===== src/rtl/silife_pkg.sv =====
// Shared types and rule for the Game-of-Life grid controller.
// Holds the controller state enum, neighbour-count width and life rule.
package silife_pkg;

    typedef enum logic [1:0] {
        IDLE,
        RUN,
        STEP,
        HALTED
    } state_t;

    localparam int CNT_W = 4;

    function automatic logic life_rule(
        input logic             alive,
        input logic [CNT_W-1:0] n
    );
        return (n == CNT_W'(3)) || (alive && (n == CNT_W'(2)));
    endfunction

endpackage


===== src/rtl/silife_cell.sv =====
// One Game-of-Life cell: state register, 8-neighbour count and rule.
// Ports: clk, rst, en (evolve), set/clr (write), nbr[8] in;
//        alive (current), nxt (post-edge value), changed (evolution flipped it).
module silife_cell
    import silife_pkg::*;
(
    input  logic       clk,
    input  logic       rst,
    input  logic       en,
    input  logic       set,
    input  logic       clr,
    input  logic [7:0] nbr,
    output logic       alive,
    output logic       nxt,
    output logic       changed
);

    logic [CNT_W-1:0] cnt;
    logic             evo;

    always_comb begin
        cnt = '0;
        for (int i = 0; i < 8; i++) begin
            cnt = cnt + CNT_W'(nbr[i]);
        end
    end

    assign evo = life_rule(alive, cnt);

    // A write wins over evolution for this cell.
    always_comb begin
        nxt = alive;
        if (set) begin
            nxt = 1'b1;
        end else if (clr) begin
            nxt = 1'b0;
        end else if (en) begin
            nxt = evo;
        end
    end

    // Written cells never count as changed by evolution.
    assign changed = en & ~set & ~clr & (evo ^ alive);

    always_ff @(posedge clk or posedge rst) begin
        if (rst) begin
            alive <= 1'b0;
        end else begin
            alive <= nxt;
        end
    end

endmodule


===== src/rtl/silife_grid_ctrl.sv =====
// WIDTH x HEIGHT Game-of-Life array with run/step/halt controller.
// Ports: clk, reset, run, step, wrap_mode, halt_on_still, wr_en/wr_row/
//   wr_data, rd_row in; rd_data, generation, still, extinct, busy, halted out.
module silife_grid_ctrl
    import silife_pkg::*;
#(
    parameter int WIDTH     = 8,
    parameter int HEIGHT    = 8,
    parameter int GEN_WIDTH = 16,
    parameter int ROW_BITS  = $clog2(HEIGHT)
) (
    input  logic                 clk,
    input  logic                 reset,
    input  logic                 run,
    input  logic                 step,
    input  logic                 wrap_mode,
    input  logic                 halt_on_still,
    input  logic                 wr_en,
    input  logic [ROW_BITS-1:0]  wr_row,
    input  logic [WIDTH-1:0]     wr_data,
    input  logic [ROW_BITS-1:0]  rd_row,
    output logic [WIDTH-1:0]     rd_data,
    output logic [GEN_WIDTH-1:0] generation,
    output logic                 still,
    output logic                 extinct,
    output logic                 busy,
    output logic                 halted
);

    localparam int N = WIDTH * HEIGHT;

    state_t             state;
    state_t             state_nxt;
    logic               evolve;
    logic               any_chg;
    logic [N-1:0]       cells;
    logic [N-1:0]       cells_nxt;
    logic [N-1:0]       chg;
    logic [HEIGHT-1:0]  wr_hit;
    logic [WIDTH-1:0]   rd_mux;

    assign evolve  = (state == RUN) || (state == STEP);
    assign any_chg = |chg;
    assign busy    = evolve;
    assign halted  = (state == HALTED);

    // Out-of-range rows never match, so such writes drop and reads give 0.
    always_comb begin
        wr_hit = '0;
        rd_mux = '0;
        for (int r = 0; r < HEIGHT; r++) begin
            wr_hit[r] = wr_en && (wr_row == ROW_BITS'(r));
            if (rd_row == ROW_BITS'(r)) begin
                rd_mux = cells[r*WIDTH +: WIDTH];
            end
        end
    end

    // Cell (r,c) lives at cells[r*WIDTH+c]; bit WIDTH-1 is west, row 0 north.
    for (genvar r = 0; r < HEIGHT; r++) begin : g_row
        for (genvar c = 0; c < WIDTH; c++) begin : g_col
            logic [7:0] nbr;

            for (genvar k = 0; k < 9; k++) begin : g_nb
                if (k != 4) begin : g_use
                    localparam int RR   = r + k / 3 - 1;
                    localparam int CC   = c + k % 3 - 1;
                    localparam bit EDGE = (RR < 0) || (RR >= HEIGHT) ||
                                          (CC < 0) || (CC >= WIDTH);
                    localparam int RW   = (RR + HEIGHT) % HEIGHT;
                    localparam int CW   = (CC + WIDTH) % WIDTH;
                    localparam int IDX  = (k < 4) ? k : k - 1;
                    // Off-grid neighbours are dead unless wrapping.
                    assign nbr[IDX] = cells[RW*WIDTH+CW] &
                                      (wrap_mode | ~EDGE);
                end
            end

            silife_cell u_cell (
                .clk     (clk),
                .rst     (reset),
                .en      (evolve),
                .set     (wr_hit[r] & wr_data[c]),
                .clr     (wr_hit[r] & ~wr_data[c]),
                .nbr     (nbr),
                .alive   (cells[r*WIDTH+c]),
                .nxt     (cells_nxt[r*WIDTH+c]),
                .changed (chg[r*WIDTH+c])
            );
        end
    end

    always_comb begin
        state_nxt = state;
        unique case (state)
            IDLE: begin
                if (run) begin
                    state_nxt = RUN;
                end else if (step) begin
                    state_nxt = STEP;
                end
            end
            RUN: begin
                if (!run) begin
                    state_nxt = IDLE;
                end else if (halt_on_still && !any_chg) begin
                    state_nxt = HALTED;
                end
            end
            STEP: begin
                state_nxt = IDLE;
            end
            HALTED: begin
                if (!run) begin
                    state_nxt = IDLE;
                end
            end
            default: begin
                state_nxt = IDLE;
            end
        endcase
    end

    always_ff @(posedge clk or posedge reset) begin
        if (reset) begin
            state      <= IDLE;
            generation <= '0;
            still      <= 1'b0;
            extinct    <= 1'b1;
            rd_data    <= '0;
        end else begin
            state   <= state_nxt;
            rd_data <= rd_mux;
            extinct <= ~|cells_nxt;
            if (evolve) begin
                generation <= generation + GEN_WIDTH'(1);
            end
            if (wr_en) begin
                still <= 1'b0;
            end else if (evolve) begin
                still <= ~any_chg;
            end
        end
    end

endmodule

===== config.mk =====
export PLATFORM = sky130hd
export DESIGN_NAME = silife_grid_ctrl
export DESIGN_NICKNAME = d
export VERILOG_FILES = /design/src/rtl/silife_pkg.sv /design/src/rtl/silife_cell.sv /design/src/rtl/silife_grid_ctrl.sv
export SDC_FILE = /design/constraint.sdc
export NUM_CORES = 1
export LEC_CHECK = 0
export CAP_MARGIN = 5
export CORE_ASPECT_RATIO = 1.1
export CORE_MARGIN = 1.5
export CORE_UTILIZATION = 35
export CTS_CLUSTER_DIAMETER = 30
export DETAILED_ROUTE_END_ITERATION = 8
export SLEW_MARGIN = 20
export SYNTH_ARGS = -nofsm -noshare
export SYNTH_HDL_FRONTEND = slang
export SYNTH_SLANG_ARGS = --single-unit

===== constraint.sdc =====
create_clock -name clk -period 8.3 [get_ports clk]
set_clock_uncertainty 0.05 [all_clocks]
set_input_delay 0.83 -clock clk [delete_from_list [all_inputs] [get_ports clk]]
set_output_delay 0.83 -clock clk [all_outputs]
set_load 0.03 [all_outputs]

---- Yosys cells after proc, flatten, opt, wreduce, memory -nomap -nowiden ----
Cells that the tools add are included.
storage, ports and cells
  bits in registers ....................... 92
  input port bits ......................... 21
  output and inout port bits .............. 28
  logic and storage cells ................. 1570
cells by class
  add/subtract/negate cells ............... 449
  equality and inequality tests ........... 148
  muxes and demuxes ....................... 208
  bitwise gates (word level) .............. 549
  reduce and logical (&&, ||, !) cells .... 147
operators by type and width
  cell                   number
  $add 4x1->4            384
  $eq 4x2->1 const B     128
  $and 1x1->1            348
  $mux 1                 194
  $not 1->1              137
  $add 1x1->2            64
  $reduce_or 64->1       2
  $logic_and 1x1->1      73
  $logic_or 1x1->1       65
  $mux 8                 8
  $xor 1x1->1            64
  $eq 3x3->1 const B     8
  $add 16x1->16 const B  1
  $eq 3x2->1 const B     4
  $mux 2                 5
  $pmux 2 s4             1
  $eq 3x1->1 const B     2
  $logic_not 3->1        2
  $eq 2x2->1 const B     2
  $ne 3x2->1 const B     1
  $ne 3x3->1 const B     1
  $reduce_and 3->1       1
  $eq 2x1->1 const B     1
  $logic_not 1->1        2
  other kinds (3)        3

---- Longest topological paths before layout ----
Gate-level depths: netlist of run 1.
  word-level depth ........................ 19
  depth in mapped cells ................... 22
  mapped depth without buffers ............ 20

---- Modules after synthesis ----
A second synthesis of run 1 with hierarchy kept.
second synthesis, totals
  cell total of the unflattened synthesis .. 2459
  area, all modules ....................... 21126.5 µm²
by module, submodules not included
  module            instances  cells each  area an instance (µm²)  seq. area each (µm²)
  silife_cell       64         32          284.0                   25.0
  silife_grid_ctrl  1          411         2949.1                  701.9

---- Worst setup path before layout of run 1 ----
OpenSTA, ideal clock, no wires.
  kind .................................... input port to flip-flop
  from .................................... input wrap_mode
  to ...................................... register state[1]
  library setup time ...................... 0.134 ns
  arrival ................................. 5.589 ns
  required time ........................... 8.116 ns
  path slack .............................. 2.527 ns
  stages on the path ...................... 20
  path buffers ............................ 2
  cells stage by stage .................... clkbuf_1 -> clkbuf_1 -> nand2_1 -> inv_1 -> ha_1 -> inv_1 -> fa_1 -> fa_1 -> inv_1 -> fa_1 -> inv_1 -> fa_1 -> nor4b_1 -> a21oi_1 -> a21oi_1 -> o22ai_1 -> or4_4 -> o41ai_4 -> and3_1 -> o311ai_1
between the ends
  word-level cells in the longest chain between the ends .. 18
  elaborated cells on any way between the ends .. 366
  classes of those cells .................. add/sub: 165; eq/ne: 57; bitwise: 84; reduce/logical: 60
RTL lines
  item                                 line                     text
  start: declaration                   silife_grid_ctrl.sv:16   input logic wrap_mode,
  $and 1x1->1                          silife_grid_ctrl.sv:74   assign nbr[IDX] = cells[RW*WIDTH+CW] &
  $add 1x1->2                          silife_cell.sv:24        cnt = cnt + CNT_W'(nbr[i]);
  $add 4x1->4 (6 in a row)             silife_cell.sv:24
  $eq 4x2->1                           silife_pkg.sv:18         return (n == CNT_W'(3)) || (alive && (n == CNT_W'(2)));
  $logic_and 1x1->1                    silife_pkg.sv:18
  $logic_or 1x1->1                     silife_pkg.sv:18
  $xor 1x1->1                          silife_cell.sv:43        assign changed = en & ~set & ~clr & (evo ^ alive);
  $and 1x1->1                          silife_cell.sv:43
  $reduce_or 64->1 *                   silife_grid_ctrl.sv:43   assign any_chg = |chg;
  $logic_not 1->1 *                    silife_grid_ctrl.sv:106  end else if (halt_on_still && !any_chg) begin
  $logic_and 1x1->1 *                  silife_grid_ctrl.sv:106
  $ne 3x2->1 (no source line) *        --
  $reduce_and 3->1 (no source line) *  --
  end signal: assignment               silife_grid_ctrl.sv:132  state <= state_nxt;
  end: declaration                     silife_grid_ctrl.sv:32   state_t state;
Mark *: on every way between the ends. The rest lies on a longest branch, timed or not.
A chain may end at the register's enable or synchronous reset.

---- Worst setup path after layout of run 1 ----
Same ends and word-level chain as after synthesis.

==> results.toml, run 1 <==
[finish]
syn_to_final_growth_pct = 8.84
diodes = 0
fillers = 4902
multiInputGateArea_um2 = 13300
layout_common_cells = "442 x inv_1, 243 x fa_1, 203 x ha_1, 158 x nand2_1, 113 x a21oi_1"
layout.cells.non_filler = 2648
drive_gt1_share_pct = 4.11
seq_area_um2 = 2300
nets = 2460
fin_util_pct = 38.7
final_common_cell = "inv_1"

[timing]
rsz0062_at_grt = "false"
slew_violations = 0
setup_viol = 0
fin_crit_sh_pct = 82.4
worst_pin_slew_ps = 1050
max_freq_mhz = 146
tns_ps = 0
hold_viol = 0
finalCriticalPeriod_ps = 6840
max_slew_margin_pct = 29.8

[logic_synthesis]
yosysTopAreaCell = "fa_1"
synth.distinct_cells = 73
syn_nets = 2436
synth_warnings = 0
postSynthAreaPerCell_um2 = 8.86
synth-edff-count = 0
synth_cells = 1968
synth_top_area_share_pct = 27.9
synth-seq-area-share_pct = 13.2
async_reset_ff_share_pct = 100
synth-seq-cells = 92
synth_area_leaders = "fa_1 28%, ha_1 15%, dfrtp_1 13%"
netlist_area_um2 = 17400
yosys_most_used_dff = "dfrtp_1"

[global_routing]
grt_pass1_wl_um = 90400
grt_use_total_pct = 23.5
grt-ovfl-total = 0
first_global_vias = 14900
antenna_found_initial = 0
grt_max_degree = 64

[floorplan]
dieWidth_um = 216
die_y_um = 237
core.rowCount = 85
core_um2 = 49000
start_util_pct = 35.6
ios = 49
die-area_um2 = 51200

[clock_tree]
clock-sinks = 92
cts.htree.levels = 3
tritoncts = "built"
clkTransAtPathRegs_ps = 80
insertion_delay_ps = 380
cts_buffers = 9
clockBufferDepth = 2
post_cts_buffers = 0
hold_buffers = 0
cts_resized = 0
cts-root-buf = "clkbuf_16"

[route]
route.detailed.wl_per_inst_um = 22.1
viasPerCell = 5.46
drt-pass1-iter-count = 5
routed_wl_um = 58500
vias = 14500
ant_nets = 0
route.detailed.drc = 0
drtIter0Drc = 1091

[worst_setup_path]
cp-start-kind = "primary input"
arrival_ps = 7040
cp_max_fo = 30
required_ps = 8500
crit_type = "primary input to flip-flop"
cp-end-kind = "flip-flop"
reg2regPathDepth = 16

[min_path]
min_path_type = "flip-flop to flip-flop"
hold_depth = 1

[placement]
port_buffers = 48
place.gp.congestion = 0.965
placedCellCount = 2633
place_hpwl_um = 47400

[status]
status = "completed"

[flow_run]
maxCapViolCount = 0
Yosys cell counts (4+ instances only):
cell	number
inv_1	443
fa_1	243
ha_1	204
nand2_1	158
a21oi_1	113
nor2_1	95
dfrtp_1	91
o21ai_0	70
clkbuf_1	38
nor3b_1	33
mux2i_1	32
a211oi_1	31
nor4b_1	29
xnor2_1	27
nand2b_1	25
a21o_1	24
mux2_2	23
nand3_1	23
a22oi_1	22
nor2b_1	21
and2_1	20
nor4_1	19
and3_1	15
nand4_1	15
a22o_1	10
nand3b_1	10
nor3_1	10
xor2_1	10
a31oi_1	9
a31o_2	8
buf_2	6
mux4_2	6
o211ai_1	6
a2111oi_0	5
o31ai_1	5
or3b_2	5
a221oi_1	4
o21a_1	4
o21bai_1	4
sequential cells by signal, summed over array words and instances, names as in the netlist:
signal / count
extinct: 1
g_row.g_col.u_cell.alive: 64
generation: 16
rd_data: 8
state: 2
still: 1
cell type report:
class	instances	share of cell area (%)
clock buffers	9	1.19
clock inverters	6	0.508
inverters	444	8.80
multi-input cells	1383	70.0
flip-flops and latches	92	12.1
well taps	652	4.30
repair buffers	62	3.09
critical path: stages:
cell             delay [ps]
clkdlybuf4s50_1         890
buf_4                   420
nand2_1                 230
xnor2_1                 200
ha_1                    280
inv_1                    60
fa_1                    480
inv_1                   100
fa_1                    200
inv_1                    60
fa_1                    370
a2111oi_0               570
mux2_2                  410
a211o_1                 230
nor4_1                  300
a31oi_1                 120
nor4_1                  870
and3_1                  290
o311ai_1                110
kinds of logic (layout without fill, tap and decap cells):
group           Yosys count  in the layout  synth area share [%]
buf+inv                 493            521                  10.7
mux                      61             61                  4.10
flops                    92             92                  13.2
compound gates          342            342                  12.6
xor+xnor                 37             37                  1.86
fa+ha+maj               447            447                  42.5
simple gates            496            496                  15.0
worst paths after layout:
path / start / slack, ps / end
max in group asynchronous: reset / 6210 / g_row[1].g_col[0].u_cell.alive$_DFF_PP0_
worst max-delay path: wrap_mode / 1460 / state[1]$_DFFE_PP0P_
worst max register to register: g_row[1].g_col[2].u_cell.alive$_DFF_PP0_ / 2160 / state[1]$_DFFE_PP0P_
worst min register to register: generation[15]$_DFFE_PP0N_ / 430 / generation[15]$_DFFE_PP0N_
worst min-delay path: generation[15]$_DFFE_PP0N_ / 430 / generation[15]$_DFFE_PP0N_
min in group asynchronous: reset / 840 / generation[15]$_DFFE_PP0N_
metrics by stage:
stage               hold WS [ps]  worst slack, ps  instance area (um2)
floorplan                    500             2530                17400
global placement             414             1270                18700
detailed placement           422             1170                18700
CTS                          437             1520                19000
global route                 456             1080                19000
finish                       430             1460                19000
routing by layer:
metal / track usage [%] / part of all wire (%) / up-vias
met2: 40.1 / 48 / 524
met5: 0 / 0 / -
met1: 29.0 / 40 / 7236
met3: 3.22 / 6.0 / 163
met4: 12.2 / 6.0 / 0
li1: - / - / 6531
Power of run 1 is left out: the tool's default activity adds up to more than one toggle a clock period on the data nets, which glitch-free logic cannot reach.
==> run 2, diff against run 1 <==
Clock period 8.3 ns to 5.8 ns, I/O delays scaled along.
==> run 2 against run 1 <==
First-iteration DRC count decreased by 10%. Utilization increased by 1.5 points. Critical path type unchanged. Via count increased by 3.8%. Critical endpoint unchanged.
==> results.toml, run 2 (synthesis results as in run 1) <==
[status]
status = "completed"

[global_routing]
grt-ovfl-total = 0
antenna_found_initial = 1
grt_max_degree = 66
grt_use_total_pct = 23.9
grt_pass1_wl_um = 92400
first_global_vias = 15700

[timing]
slew_violations = 0
hold_viol = 0
worst_pin_slew_ps = 1150
fin_ws_ps = 203
holdWs_ps = 433
rsz0062_at_grt = "false"
max_freq_mhz = 179
setup_viol = 0
finalCriticalPeriod_ps = 5600
fin_crit_sh_pct = 96.5
max_slew_margin_pct = 23.0

[worst_setup_path]
crit_type = "primary input to flip-flop"
cp_num_cells = 19
cp-end-kind = "flip-flop"
required_ps = 6000
worst-path-buf-inv = 4
slowest_stage = "fa_1"
cp_max_fo = 13
endpoint = "state[1]$_DFFE_PP0P_"
slowest_delay_ps = 510
critPathLaunch = "wrap_mode"
arrival_ps = 5800
reg2reg_slack_ps = 320
cp_common_cell = "fa_1"
reg2regPathDepth = 17
cp-start-kind = "primary input"
reg2reg_from = "g_row[0].g_col[4].u_cell.alive$_DFF_PP0_"
crit_chain = "clkdlybuf4s50_1 > buf_12 > buf_12 > and2_1 > ha_1 > xnor2_1 > ha_1 > fa_1 > fa_1 > inv_1 > fa_1 > nor4b_2 > a21oi_1 > a21oi_1 > nand4_1 > a22o_1 > o41ai_4 > and3_1 > o311ai_1"
crit_family = "adder cells"
reg2reg_to = "state[1]$_DFFE_PP0P_"

[route]
drt-pass1-iter-count = 5
drtIter0Drc = 980
route.detailed.drc = 0
route.detailed.wl_per_inst_um = 21.7
vias = 15000
viasPerCell = 5.48
routed_wl_um = 59500
ant_nets = 0

[clock_tree]
insertion_delay_ps = 380
clkTransAtPathRegs_ps = 80
clockBufferDepth = 2
cts.htree.levels = 3
cts-root-buf = "clkbuf_16"
clock-sinks = 92
hold_buffers = 0
cts_buffers = 9
tritoncts = "built"

[finish]
seq_area_um2 = 2300
fillers = 4840
final_common_cell = "inv_1"
regMostFlops = "g_row.g_col.u_cell.alive"
syn_to_final_growth_pct = 13.1
multiInputGateArea_um2 = 13300
diodes = 0
layout_common_cells = "442 x inv_1, 243 x fa_1, 203 x ha_1, 156 x nand2_1, 113 x a21oi_1"
largest_registers = "g_row.g_col.u_cell.alive x64, generation x16, rd_data x8"
largest_reg_flops = 64
nets = 2552
drive_gt1_share_pct = 8.71
layout.cells.non_filler = 2741

[floorplan]
ios = 49
die_y_um = 237
die-area_um2 = 51200
dieWidth_um = 216
start_util_pct = 35.6
core.rowCount = 85
core_um2 = 49000

[placement]
port_buffers = 48
place_hpwl_um = 49000
placedCellCount = 2725
place.gp.congestion = 0.948
dp_worst_setup_slack_ps = -437

[flow_run]
maxCapViolCount = 0

[min_path]
min_path_type = "flip-flop to flip-flop"
-- run 2: cell count changes in the layout (fill, tap and decap cells not counted), sizes merged --
| cell | previous run | this run |
|---|---|---|
| clkbuf | 9 | 10 |
| bufinv | 2 | 0 |
| buf | 14 | 106 |
| clkinv | 1 | 2 |
| inv | 446 | 447 |
-- run 2: worst min-delay path by stage --
stage                                    start                    endpoint  slack [ps]  cells after the start
detailed placement  generation[15]$_DFFE_PP0N_  generation[15]$_DFFE_PP0N_         420                      1
floorplan                 state[0]$_DFFE_PP0P_        state[0]$_DFFE_PP0P_         500                      1
global route        generation[15]$_DFFE_PP0N_  generation[15]$_DFFE_PP0N_         460                      1
finish              generation[15]$_DFFE_PP0N_  generation[15]$_DFFE_PP0N_         430                      1
global placement    generation[15]$_DFFE_PP0N_  generation[15]$_DFFE_PP0N_         420                      1
CTS                 generation[15]$_DFFE_PP0N_  generation[15]$_DFFE_PP0N_         440                      1
-- run 2: layout make-up --
| cell class | count | area share [%] |
|---|---|---|
| Multi-Input combinational cell | 1383 | 67.7 |
| Sequential cell | 92 | 11.7 |
| Inverter | 444 | 8.47 |
| Timing Repair Buffer | 154 | 6.60 |
| Tap cell | 652 | 4.14 |
| Clock buffer | 10 | 1.16 |
| Clock inverter | 6 | 0.235 |
-- run 2: per-stage QoR --
step / TNS (ps) / area (um2) / utilization (%)
global route: 0 / 19700 / 40.2
CTS: 0 / 19700 / 40.1
global placement: -904 / 19400 / 39.5
floorplan: 0 / 17400 / -
finish: 0 / 19700 / 40.2
detailed placement: -1090 / 19400 / 39.5
-- run 2: timing repair --
item	4_1_cts	5_1_grt
setup endpoints to repair	1	3
buffers inserted	0	0
pin swaps	0	4
gates resized for setup	2	10
-- run 2: worst register-to-register path: cells and delay by family, from the launching register on --
family	cells	cell delay (ps)
AOI/OAI and AO/OA	4	820
and+or+nand+nor	5	1690
adders and majority gates	5	2200
DFF	1	390
buffers and inverters	3	190
-- run 2: metal layers --
metal  global-route usage, %  routed length (um)
met5                       0                  11
met3                    3.33                3720
met1                    29.2               23800
met4                    12.6                3560
met2                    40.8               28500
Power of run 2 is left out for the same reason.
==> run 3, diff against run 2 <==
Settings changed: MAX_ROUTING_LAYER set to met4, SKIP_CTS_REPAIR_TIMING set to 1.
==> run 3 against run 2 <==
Register-to-register slack gained 20 ps. Setup slack improved by 130 ps. Utilization is essentially flat. Non-clock buffer count up 6. Sequential share of layout area is essentially flat. Die area unchanged. Design area barely moved. Count of clock-buffer cells in the layout decreased by 1. Via count decreased by 0.58%. Critical endpoint unchanged. Largest cell class unchanged. Highest routed layer is now met4.
==> results.toml, run 3 (synthesis results as in run 1) <==
[floorplan]
start_util_pct = 35.6
dieWidth_um = 216
die_y_um = 237
ios = 49
core_um2 = 49000
die-area_um2 = 51200
core.rowCount = 85

[timing]
finalCriticalPeriod_ps = 5460
worst_pin_slew_ps = 1090
tns_ps = 0
max_freq_mhz = 183
setup_viol = 0
max_slew_margin_pct = 27.3
rsz0062_at_grt = "false"
hold_viol = 0
fin_crit_sh_pct = 94.2
slew_violations = 0
fin_ws_ps = 335

[worst_setup_path]
slowest_stage = "or4b_1"
cp_max_fo = 5
reg2reg_to = "state[1]$_DFFE_PP0P_"
crit_chain = "and2_1 > ha_1 > xor2_1 > ha_1 > inv_1 > fa_1 > inv_1 > fa_1 > inv_1 > fa_1 > or4b_1 > a21oi_1 > a21oi_1 > a2111oi_0 > buf_4 > a21oi_1 > buf_4 > o41ai_4 > and3_1 > o311ai_1"
critPathLaunch = "g_row[7].g_col[1].u_cell.alive$_DFF_PP0_"
required_ps = 6000
arrival_ps = 5670
crit_family = "adder cells"
crit_type = "flip-flop to flip-flop"
reg2reg_slack_ps = 340
endpoint = "state[1]$_DFFE_PP0P_"
cp-start-kind = "flip-flop"
reg2reg_from = "g_row[7].g_col[1].u_cell.alive$_DFF_PP0_"
cp_num_cells = 20
worst-path-buf-inv = 5
cp-end-kind = "flip-flop"
slowest_delay_ps = 520
reg2regPathDepth = 20

[finish]
nets = 2558
largest_reg_flops = 64
multiInputGateArea_um2 = 13300
fillers = 4838
largest_registers = "g_row.g_col.u_cell.alive x64, generation x16, rd_data x8"
syn_to_final_growth_pct = 13.1
diodes = 0
seq_area_um2 = 2300
final_common_cell = "inv_1"
regMostFlops = "g_row.g_col.u_cell.alive"
layout_common_cells = "442 x inv_1, 243 x fa_1, 203 x ha_1, 158 x nand2_1, 113 x a21oi_1"
drive_gt1_share_pct = 8.83

[global_routing]
grt-ovfl-total = 0
grt_max_degree = 72
first_global_vias = 15700
antenna_found_initial = 1
grt_use_total_pct = 25.0
grt_pass1_wl_um = 93000

[clock_tree]
cts.htree.levels = 3
clockBufferDepth = 2
cts-root-buf = "clkbuf_16"
insertion_delay_ps = 390
cts_buffers = 9
clock-sinks = 92
tritoncts = "built"
clkTransAtPathRegs_ps = 80

[route]
vias = 14900
route.detailed.wl_per_inst_um = 22.1
route.detailed.drc = 0
drt-pass1-iter-count = 5
ant_nets = 0
routed_wl_um = 60600
drtIter0Drc = 1222
viasPerCell = 5.43

[placement]
port_buffers = 48
place.gp.congestion = 0.951
place_hpwl_um = 49900
dp_worst_setup_slack_ps = -487

[min_path]
min_path_type = "flip-flop to flip-flop"

[status]
status = "completed"

[flow_run]
maxCapViolCount = 0
==> run 3: worst min-delay path by stage <==
stage	start	to	slack, ps	cells past startpoint
3_3_place_gp	generation[15]$_DFFE_PP0N_	generation[15]$_DFFE_PP0N_	420	1
3_5_place_dp	generation[15]$_DFFE_PP0N_	generation[15]$_DFFE_PP0N_	420	1
6_report	generation[15]$_DFFE_PP0N_	generation[15]$_DFFE_PP0N_	420	1
5_1_grt	generation[9]$_DFFE_PP0N_	generation[9]$_DFFE_PP0N_	460	1
4_1_cts	generation[15]$_DFFE_PP0N_	generation[15]$_DFFE_PP0N_	430	1
2_1_floorplan	state[0]$_DFFE_PP0P_	state[0]$_DFFE_PP0P_	500	1
==> run 3: metal layers <==
layer	routed length, um	track usage, %	vias up
li1	-	-	6727
met5	0	-	-
met1	24100	29.5	7488
met3	3490	2.81	172
met4	3530	13.0	0
met2	29500	41.9	536
==> run 3: cell type report <==
cell class              instances  area share (%)
well taps                     652            4.14
clock buffers                   9            1.14
multi-input cells            1383            67.5
clock inverters                 7           0.343
inverters                     444            8.46
repair buffers                160            6.71
flip-flops and latches         92            11.7
==> run 3: metrics by stage <==
step                hold slack, ps  std cells  util, %  area, um2
floorplan                      500       1968        -      17400
global placement               417       2731     39.6      19400
detailed placement             420       2731     39.6      19400
CTS                            433       2747     40.1      19700
global route                   465       2747     40.2      19700
finish                         424       2747     40.2      19700
Power of run 3 is left out for the same reason.
